### config.mk
export PLATFORM = sky130hd
export DESIGN_NAME = writeback_stage
export DESIGN_NICKNAME = d
export VERILOG_FILES = /design/src/rtl/writeback_stage.sv
export SDC_FILE = /design/constraint.sdc
export NUM_CORES = 1
export LEC_CHECK = 0
export CORE_MARGIN = 2
export CORE_UTILIZATION = 48
export CTS_BUF_LIST = sky130_fd_sc_hd__clkbuf_2
export DETAILED_ROUTE_END_ITERATION = 16
export PLACE_DENSITY_LB_ADDON = 0.15
export SLEW_MARGIN = 40
export SYNTH_ARGS = -nofsm -noshare
export SYNTH_HDL_FRONTEND = slang
export SYNTH_SLANG_ARGS = --single-unit
### constraint.sdc
create_clock -name clk_i -period 2.4 [get_ports clk_i]
set_clock_uncertainty 0.1 [all_clocks]
set_input_delay 0.36 -clock clk_i [delete_from_list [all_inputs] [get_ports clk_i]]
set_output_delay 0.36 -clock clk_i [all_outputs]
set_load 0.02 [all_outputs]
### src/rtl/writeback_stage.sv
// Writeback stage: registers the memory-stage result onto the register-file write port and
// holds the pipeline while a load response is outstanding. Optional: WRITEBACK_INSTRET_EN.
module writeback_stage #(
  parameter int unsigned XLEN   = 32,
  parameter int unsigned REG_AW = 5,
  parameter int unsigned PC_W   = 32
) (
  input  logic              clk_i,
  input  logic              rst_ni,
`ifdef WRITEBACK_INSTRET_EN
  output logic [63:0]       instret_o,
`endif
  input  logic              stall_v_i,
  input  logic              flush_v_i,
  input  logic              mem_v_i,
  input  logic [PC_W-1:0]   mem_pc_i,
  input  logic              mem_rd_w_v_i,
  input  logic [REG_AW-1:0] mem_rd_i,
  input  logic [XLEN-1:0]   mem_result_i,
  input  logic              mem_load_v_i,
  input  logic [2:0]        mem_funct3_i,
  input  logic [1:0]        mem_addr_lo_i,
  input  logic              dmem_rsp_v_i,
  input  logic [XLEN-1:0]   dmem_rsp_data_i,
  output logic              writeback_rd_w_v_o,
  output logic [REG_AW-1:0] writeback_rd_o,
  output logic [XLEN-1:0]   writeback_rd_data_o,
  output logic              stall_v_o,
  output logic              retire_v_o,
  output logic [PC_W-1:0]   retire_pc_o
);

  typedef enum logic [0:0] {StIdle, StLoadWait} state_e;

  state_e state_q, state_d;

  logic              wb_v_q, wb_v_d;
  logic [REG_AW-1:0] wb_rd_q, wb_rd_d;
  logic [XLEN-1:0]   wb_data_q, wb_data_d;
  logic              ret_v_q, ret_v_d;
  logic [PC_W-1:0]   ret_pc_q, ret_pc_d;

  // Load held while waiting for the data-memory response.
  logic              hold_rd_w_v_q, hold_rd_w_v_d;
  logic [REG_AW-1:0] hold_rd_q, hold_rd_d;
  logic [2:0]        hold_funct3_q, hold_funct3_d;
  logic [1:0]        hold_addr_lo_q, hold_addr_lo_d;
  logic [PC_W-1:0]   hold_pc_q, hold_pc_d;

  logic [7:0]      ld_byte;
  logic [15:0]     ld_half;
  logic [XLEN-1:0] ld_data;

  always_comb begin
    ld_byte = dmem_rsp_data_i[7:0];
    unique case (hold_addr_lo_q)
      2'd0: ld_byte = dmem_rsp_data_i[7:0];
      2'd1: ld_byte = dmem_rsp_data_i[15:8];
      2'd2: ld_byte = dmem_rsp_data_i[23:16];
      2'd3: ld_byte = dmem_rsp_data_i[31:24];
      default: ld_byte = dmem_rsp_data_i[7:0];
    endcase
    ld_half = hold_addr_lo_q[1] ? dmem_rsp_data_i[31:16] : dmem_rsp_data_i[15:0];
    case (hold_funct3_q)
      3'b000:  ld_data = {{(XLEN-8){ld_byte[7]}}, ld_byte};
      3'b001:  ld_data = {{(XLEN-16){ld_half[15]}}, ld_half};
      3'b100:  ld_data = {{(XLEN-8){1'b0}}, ld_byte};
      3'b101:  ld_data = {{(XLEN-16){1'b0}}, ld_half};
      default: ld_data = dmem_rsp_data_i;
    endcase
  end

  always_comb begin
    state_d        = state_q;
    wb_v_d         = 1'b0;
    ret_v_d        = 1'b0;
    wb_rd_d        = wb_rd_q;
    wb_data_d      = wb_data_q;
    ret_pc_d       = ret_pc_q;
    hold_rd_w_v_d  = hold_rd_w_v_q;
    hold_rd_d      = hold_rd_q;
    hold_funct3_d  = hold_funct3_q;
    hold_addr_lo_d = hold_addr_lo_q;
    hold_pc_d      = hold_pc_q;
    case (state_q)
      StIdle: begin
        if (mem_v_i && !stall_v_i && !flush_v_i) begin
          if (mem_load_v_i) begin
            hold_rd_w_v_d  = mem_rd_w_v_i;
            hold_rd_d      = mem_rd_i;
            hold_funct3_d  = mem_funct3_i;
            hold_addr_lo_d = mem_addr_lo_i;
            hold_pc_d      = mem_pc_i;
            state_d        = StLoadWait;
          end else begin
            wb_v_d    = mem_rd_w_v_i && (mem_rd_i != '0);
            wb_rd_d   = mem_rd_i;
            wb_data_d = mem_result_i;
            ret_v_d   = 1'b1;
            ret_pc_d  = mem_pc_i;
          end
        end
      end
      StLoadWait: begin
        // Upstream inputs are ignored here; the load is already committed.
        if (dmem_rsp_v_i) begin
          wb_v_d    = hold_rd_w_v_q && (hold_rd_q != '0);
          wb_rd_d   = hold_rd_q;
          wb_data_d = ld_data;
          ret_v_d   = 1'b1;
          ret_pc_d  = hold_pc_q;
          state_d   = StIdle;
        end
      end
      default: state_d = StIdle;
    endcase
  end

  always_ff @(posedge clk_i or negedge rst_ni) begin
    if (!rst_ni) begin
      state_q        <= StIdle;
      wb_v_q         <= 1'b0;
      wb_rd_q        <= '0;
      wb_data_q      <= '0;
      ret_v_q        <= 1'b0;
      ret_pc_q       <= '0;
      hold_rd_w_v_q  <= 1'b0;
      hold_rd_q      <= '0;
      hold_funct3_q  <= '0;
      hold_addr_lo_q <= '0;
      hold_pc_q      <= '0;
    end else begin
      state_q        <= state_d;
      wb_v_q         <= wb_v_d;
      wb_rd_q        <= wb_rd_d;
      wb_data_q      <= wb_data_d;
      ret_v_q        <= ret_v_d;
      ret_pc_q       <= ret_pc_d;
      hold_rd_w_v_q  <= hold_rd_w_v_d;
      hold_rd_q      <= hold_rd_d;
      hold_funct3_q  <= hold_funct3_d;
      hold_addr_lo_q <= hold_addr_lo_d;
      hold_pc_q      <= hold_pc_d;
    end
  end

`ifdef WRITEBACK_INSTRET_EN
  logic [63:0] instret_q;

  always_ff @(posedge clk_i or negedge rst_ni) begin
    if (!rst_ni) begin
      instret_q <= '0;
    end else if (ret_v_q) begin
      instret_q <= instret_q + 64'd1;
    end
  end

  assign instret_o = instret_q;
`endif

  assign stall_v_o           = (state_q == StLoadWait);
  assign writeback_rd_w_v_o  = wb_v_q;
  assign writeback_rd_o      = wb_rd_q;
  assign writeback_rd_data_o = wb_data_q;
  assign retire_v_o          = ret_v_q;
  assign retire_pc_o         = ret_pc_q;

endmodule

; Word-level counts from Yosys, hierarchy flattened
; Cells that the tools add are included.
[word_totals]
out_inout_bits = 72
input_bits = 114
reg_bits = 115
[op_classes]
n_reduce_logical = 12
eq_ne = 9
mux = 27
bitwise_logic = 1
[op_table]
columns = operator, n
row1 = two-way mux 32 bit, 6
row2 = case mux 32 bit (2 select lines), 2
row3 = case mux 32 bit (4 select lines), 1
row4 = case mux 8 bit (4 select lines), 1
row5 = two-way mux 16 bit, 1
row6 = two-way mux 5 bit, 3
row7 = case mux 5 bit (2 select lines), 1
row8 = nonzero test 5 bit, 2
row9 = two-way mux 1 bit, 9
row10 = equality test 3 bit (second input constant), 2
row11 = != test 2 bit (second input constant), 3
row12 = case mux 1 bit (2 select lines), 3
row13 = AND reduction 3 bit, 2
row14 = equality test 2 bit (second input constant), 2
row15 = logical AND 1 bit, 4
row16 = equality test 3 x 1 -> 1 bit (second input constant), 1
row17 = zero test 3 bit, 1
row18 = equality test 2 x 1 -> 1 bit (second input constant), 1
row19 = zero test 1 bit, 2
row20 = zero test 2 bit, 1
row21 = NOT 1 bit, 1

; Depth between registers and ports, before layout
; Gate-level depths: netlist of the first run.
[depth]
depth_word = 5
ltp_mapped = 7
mapped_depth_nobuf = 5

; Least setup slack after synthesis of the first run
; Ideal clock, no wire load.
[synth_path]
path_type = register to register
startpoint = reg state_q (netlist: stall_v_o)
endpoint = reg hold_pc_q[0]
setup_ns = 0.125
path_slack_ns = 0.229
arrival_time_ns = 1.945
period_less_slack_ns = 2.171
stages_incl_launch_ff = 7
cell_sequence = dfrtp_1 buf_2 or4b_4 or2_1 buf_6 buf_6 mux2_4
[synth_via]
elab_chain_len = 2
[synth_rtl]
columns = element, line
row1 = from (decl), 35  ; state_e state_q, state_d;
row2 = from (signal assigned), 121  ; state_q <= StIdle;
row3 = from (signal assigned), 133  ; state_q <= state_d;
row4 = NOT 1 bit (no line), -
row5 = AND reduction 3 bit (no line), -
row6 = to (signal assigned), 143  ; hold_pc_q <= hold_pc_d;
row7 = to (decl), 48  ; logic [PC_W-1:0] hold_pc_q, hold_pc_d;
; No other way between the ends.
; A chain may end at the register's enable or synchronous reset.

; Worst setup path after layout of the first run
[layout_path]
startpoint = reg state_q (netlist: stall_v_o)
endpoint = out stall_v_o
[layout_lines]
columns = element, line
row1 = to (decl), 28  ; output logic stall_v_o,
; No word-level cell between the ends.

==> results of run 1 <==
==> logic make-up (layout without fill, tap and decap cells) <==
logic type	Yosys count	after routing	synth area share [%]
muxes	93	93	20.8
AOI/OAI and AO/OA	121	121	13.1
DFF	115	115	51.3
buffers and inverters	41	240	3.75
and+or+nand+nor	140	140	11.0
==> synthesized netlist by cell type, drive strengths merged <==
library cell and instances:
a31o 1, nor3 17, o22ai 1, dfrtp 115, or4b 1, a32oi 6, mux4 2, a221o 1
nand2b 7, o2111ai 1, a21boi 1, or4 2, a211oi 16, o21a 7, buf 19, nor2b 1
o21ai 59, o211ai 2, nor2 32, a21o 7, clkbuf 18, or2 1, mux2 53, nand2 70
mux2i 38, o21bai 1, a21oi 17, nand3 1, inv 2, nor3b 8, a221oi 1, clkinv 2
==> how the worst max path moves through the flow <==
stage | from | cells after the start | to
detailed placement | stall_v_i | 5 | hold_pc_q[13]
floorplan | stall_v_o | 6 | hold_pc_q[0]
CTS | stall_v_o | 2 | stall_v_o
global placement | stall_v_i | 5 | hold_pc_q[16]
global route | stall_v_o | 2 | stall_v_o
finish | stall_v_o | 2 | stall_v_o
==> cell usage in the layout, fill, tap and decap left out, types with 2 or more instances in the layout <==
cell and n:
a211oi_1 16, a21o_1 7, a21oi_1 16, a32oi_1 6, buf_12 6, buf_4 13, bufinv_16 3, clkbuf_2 19
clkdlybuf4s50_1 183, clkinv_1 7, clkinv_2 2, clkinvlp_4 2, dfrtp_1 114, inv_1 2, mux2_2 14, mux2_4 39
mux2i_1 38, mux4_2 2, nand2_1 70, nand2b_1 7, nor2_1 32, nor3_1 17, nor3b_1 8, o211ai_1 2
o21a_1 6, o21ai_0 59, or4_1 2
==> layout make-up <==
class,instances,area [um2]
clock inverter,13,143
sequential,115,2880
tap,143,179
clock buffer,19,95.1
timing repair buffer,204,2070
inverter,4,15.0
fill,951,3510
multi-input combinational,354,2530
==> metrics by stage <==
stage                     cell area [um2]  worst slack [ns]
after floorplan                      5610             0.229
after global placement               7650            0.0113
after detailed placement             7650           -0.0106
after CTS                            7910            0.0105
after global routing                 7910            0.0233
final                                7910             0.166
==> worst register-to-register path: stages (launching register included) <==
cell	delay [ns]
dfrtp_4	0.54
or4b_4	0.56
or2_2	0.34
buf_4	0.23
mux2_4	0.32
==> what timing repair did <==
action                     in CTS  in global routing
hold buffers                    1                  0
hold endpoints to repair      115                  0
setup endpoints to repair       1                  1
resized for setup               3                  1
==> layer usage <==
layer  global-route usage [%]  up-vias
li1                         -     2188
met1                     33.7     2206
met2                     38.1      180
met3                     7.78       34
met4                     10.1        2
met5                        0        -
==> power by group through the flow <==
stage	registers (uW)	clock network (uW)	logic (uW)
after detailed placement	2850	0	2500
after floorplan	3170	0	921
after global placement	2820	0	2440
after global routing	2880	1440	2680
after CTS	2810	1330	2510
final	2810	1290	2500
==> state kept, by name, summed over array words and instances, names as in the netlist <==
register / flops
hold_pc_q: 32
writeback_rd_w_v_o: 1
stall_v_o: 1
retire_pc_o: 32
hold_funct3_q: 3
hold_rd_q: 5
retire_v_o: 1
writeback_rd_data_o: 32
hold_addr_lo_q: 2
writeback_rd_o: 5
hold_rd_w_v_q: 1
==> results.cfg, run 1 <==
[outcome]
status = finished, final reports clean

[pwr]
seq_power_share_pct = 42.6
sw_frac_of_total_pct = 34.1
vdd_ir_drop_max_uv = 552
leakagePower_uw = 0.00339
p_int_uw = 4350
power_frac_clock_pct = 19.5
combPwrFrac_pct = 37.9
p_sw_uw = 2250
p_per_area_mw_per_mm2 = 834
finalPower_uw = 6590

[timing]
post-route-min-period_ns = 2.23
timing.hold.ws_ns = 0.176
post-route-period-util_pct = 93.1
fmax_mhz = 448
hold_viol = 0
slew_headroom_pct = 57.1
rsz0062_at_grt = false
worstMarginPinSlew_ns = 0.643
finalSetupViolCount = 0
tns_ns = 0
maxSlewViolCount = 0

[clock_network]
path_clk_slew_ns = 0.19
cts-buffers-inserted = 17
htreeDepth = 4
insertion_delay_ns = 0.68
clock-root-buffer = clkbuf_2
cts_buffer_depth = 2
cts_tree = built
post-cts-setup-buffers = 0
cts.sinks = 115

[route]
drt_iter0_drc = 363
wl_met3_mm = 1.11
num_vias = 4610
m1WireLength_mm = 6.55
post_drt_wl_per_cell_um = 17.9
wirelength_mm = 15.3
wl_met2_mm = 7.22
antenna_left = 0
via_per_inst = 5.41
drt-pass1-iter-count = 5
drc = 0
routed.top_layer = met5

[logic_synthesis]
synth_area_per_cell_um2 = 11.0
synth_area_mm2 = 0.00561
synth-seq-area-share_pct = 51.3
synthDistinctLibCells = 37
synthesis.nets = 624
synth_top_area_share_pct = 51.3
netlist_top_cells_area = dfrtp_1 (51%), mux2_4 (10%), mux2i_1 (6.8%), o21ai_0 (5.3%), nand2_1 (4.7%)
synthesis.instances = 510
synth-seq-cells = 115
synth_warnings = 0
synth_top_cell_by_area = dfrtp_1

[global_routing]
grt_usage_pct = 25.0
grt_pass1_wl_mm = 24.8
grt_antenna_before_repair = 1
grt_max_degree = 116
grt_pass1_vias = 4764
grt_overflow = 0

[finish]
stdcell_count = 852
antenna_cells = 0
nNetsFinal = 810
drive_gt1_share_pct = 15.1
syn_to_final_growth_pct = 41.0
fin_util_pct = 69.3

[setup_path]
max_stage_delay_ns = 0.48
worstPathBufferInverterCount = 2
cp-end-kind = output port
reg2reg_from = stall_v_o
reg2reg_slack_ns = 0.18
r2r_cells = 4
path_delay_family = buffers and inverters
cp_max_fo = 45
path_cells = buf_12 > dlygate4sd2_1
rr_endpoint = hold_pc_q[13]
worstPathRequired_ns = 1.94
cp_slowest_cell = dfrtp_4
start_kind = flop
arrival_ns = 1.77
worstSetupPathType = flop to output port

[floorplan]
start_util_pct = 49.1
chipWidth_um = 112
rows = 39
fp.coreArea_mm2 = 0.0114
fp.dieArea_mm2 = 0.0126
io_pins = 186
dieHeight_um = 112

[place]
gp_congestion = 0.898
port_buffers = 185
dp_hpwl_mm = 10.9
dpl.cell_count = 819

[flow_run]
maxCapViolCount = 0

[min_path]
min_path_type = input pin to async pin
(Power assumes the default switching activity.)
==> inputs of run 2 (changes only) <==
Settings changed: ABC_AREA from default to 1.
==> run 2 against run 1 <==
Clock power grew 12%; combinational power shrank 5%; worst hold slack lost 0.020 ns; worst setup slack gained 0.11 ns; core utilization shrank 0.67 points; non-clock buffer count shrank 2; largest cell class unchanged; first-iteration DRC count grew 20%; routed wire length grew 0.59%; critical endpoint is now writeback_rd_data_o[16]; area after synthesis grew 0.76%.
==> results.cfg, run 2 <==
[outcome]
status = finished, final reports clean

[timing]
slew_headroom_pct = 60.5
post-route-min-period_ns = 2.12
post-route-period-util_pct = 88.5
finalSetupViolCount = 0
rsz0062_at_grt = false
timing.hold.ws_ns = 0.156
fmax_mhz = 471
maxSlewViolCount = 0
tns_ns = 0
worstMarginPinSlew_ns = 0.593
hold_viol = 0

[floorplan]
io_pins = 186
dieHeight_um = 113
fp.coreArea_mm2 = 0.0115
start_util_pct = 49.3
chipWidth_um = 113
fp.dieArea_mm2 = 0.0127
rows = 39

[pwr]
leakagePower_uw = 0.00350
vdd_ir_drop_max_uv = 546
p_per_area_mw_per_mm2 = 834

[clock_network]
path_clk_slew_ns = 0.20
htreeDepth = 4
clock-root-buffer = clkbuf_2
cts-buffers-inserted = 17
cts_buffer_depth = 2
cts_tree = built
post_cts_resize_count = 0
insertion_delay_ns = 0.63
cts.sinks = 115

[logic_synthesis]
synthesis.nets = 784
synth.most_common_cell = nand2_1
netlist_top_cells_area = dfrtp_1 (51%), nand2_1 (12%), nor2_1 (7.0%), mux2_2 (6.4%), a21oi_1 (5.8%)
synth_warnings = 0
synth_area_per_cell_um2 = 8.44
synth_top_cell_by_area = dfrtp_1
synth-seq-cells = 115
synth-seq-area-share_pct = 50.9
synthDistinctLibCells = 26
synthArstFlopShare_pct = 100
synth_top_area_share_pct = 50.9
synth_area_mm2 = 0.00565
ys.flop_type = dfrtp_1
synth_edf_count = 0
yosys-top-cells-count = nand2_1 (186), dfrtp_1 (115), nor2_1 (105)
synthesis.instances = 670

[setup_path]
path_cells = clkdlybuf4s50_1
cp-end-kind = output port
path_delay_family = buffers and inverters
arrival_ns = 1.66
cp_slowest_cell = clkdlybuf4s50_1
max_stage_delay_ns = 0.61
worstPathRequired_ns = 1.94
rr_endpoint = retire_pc_o[2]
worstSetupPathType = flop to output port
cp.depth = 1
worstPathBufferInverterCount = 1
crit_start = writeback_rd_data_o[16]
critical_path.endpoint = writeback_rd_data_o[16]
reg2reg_from = stall_v_o
start_kind = flop
r2r_cells = 5
cp_max_fo = 2
reg2reg_slack_ns = 0.53

[route]
antenna_left = 0
drt_iter0_drc = 435
drc = 0
via_per_inst = 5.30
drt-pass1-iter-count = 5
num_vias = 5308
wirelength_mm = 15.4
post_drt_wl_per_cell_um = 15.4

[global_routing]
grt_pass1_wl_mm = 25.2
grt_antenna_before_repair = 0
grt_max_degree = 50
grt_usage_pct = 25.0
grt_pass1_vias = 5197
grt_overflow = 0

[finish]
drive_gt1_share_pct = 10.7
final_area_mm2 = 0.00787
nFillCells = 981
final_common_cell = nand2_1
nNetsFinal = 960
mostFrequentLayoutCells = nand2_1 (186), clkdlybuf4s50_1 (184), dfrtp_1 (114)
antenna_cells = 0
fin_util_pct = 68.6
syn_to_final_growth_pct = 39.2

[flow_run]
maxCapViolCount = 0

[place]
dp_hpwl_mm = 11.0
placed_cell_area_mm2 = 0.00757
gp_congestion = 0.871
port_buffers = 185

[min_path]
min_path_type = input pin to async pin
[run 2: per-stage QoR]
step	std cells	total power (uW)	setup WS (ns)
floorplan	670	4010	0.850
global placement	968	5090	0.349
detailed placement	968	5170	0.290
CTS	1002	6620	0.190
global route	1002	6970	0.126
finish	1002	6560	0.275
[run 2: cells by family (layout without fill, tap and decap cells)]
kind of cell,Yosys count,after routing,synth area share [%]
buf+inv,70,259,6.66
flops,115,115,50.9
mux,35,35,6.97
compound gates,121,121,11.7
simple gates,329,329,23.7
[run 2: area by class of cell]
type | count | area [um2] | area share, %
Clock inverter | 14 | 186 | 2.37
Inverter | 25 | 93.8 | 1.19
Clock buffer | 18 | 90.1 | 1.15
Timing Repair Buffer | 202 | 2040 | 26.0
Multi-Input combinational cell | 485 | 2400 | 30.5
Sequential cell | 115 | 2880 | 36.6
Tap cell | 143 | 179 | 2.27
[run 2: repair_timing]
item,in CTS,in global routing
setup buffers,1,0
endpoints found under the setup margin,1,0
hold endpoints to repair,44,0
hold buffers,1,0
[run 2: power by group]
part / total [uW] / switching, uW / internal, uW
sequential: 2750 / 304 / 2440
combinational: 2380 / 1220 / 1160
clock: 1440 / 754 / 684
total: 6560 / 2280 / 4280
[run 2: metal layers]
metal / track usage (%) / vias to the layer above / routed length (um)
li1: - / 2558 / -
met1: 32.6 / 2513 / 6360
met2: 40.6 / 216 / 7550
met3: 7.07 / 21 / 1240
met4: 8.29 / 0 / 227
met5: 0 / - / 0
[run 2: how the worst min path moves through the flow]
stage | startpoint | to | cells past startpoint
after floorplan | rst_ni | hold_addr_lo_q[0] | 0
after global placement | rst_ni | retire_pc_o[30] | 1
after detailed placement | rst_ni | retire_pc_o[30] | 1
after CTS | rst_ni | hold_pc_q[4] | 2
after global routing | mem_pc_i[12] | retire_pc_o[12] | 3
final | rst_ni | retire_pc_o[30] | 2
==> inputs of run 3 (changes only) <==
Settings changed: CAP_MARGIN from default to 10, SKIP_LAST_GASP from default to 1.
==> results of run 3 <==
No change in the layout: final DEF, timing and power equal those of run 2.
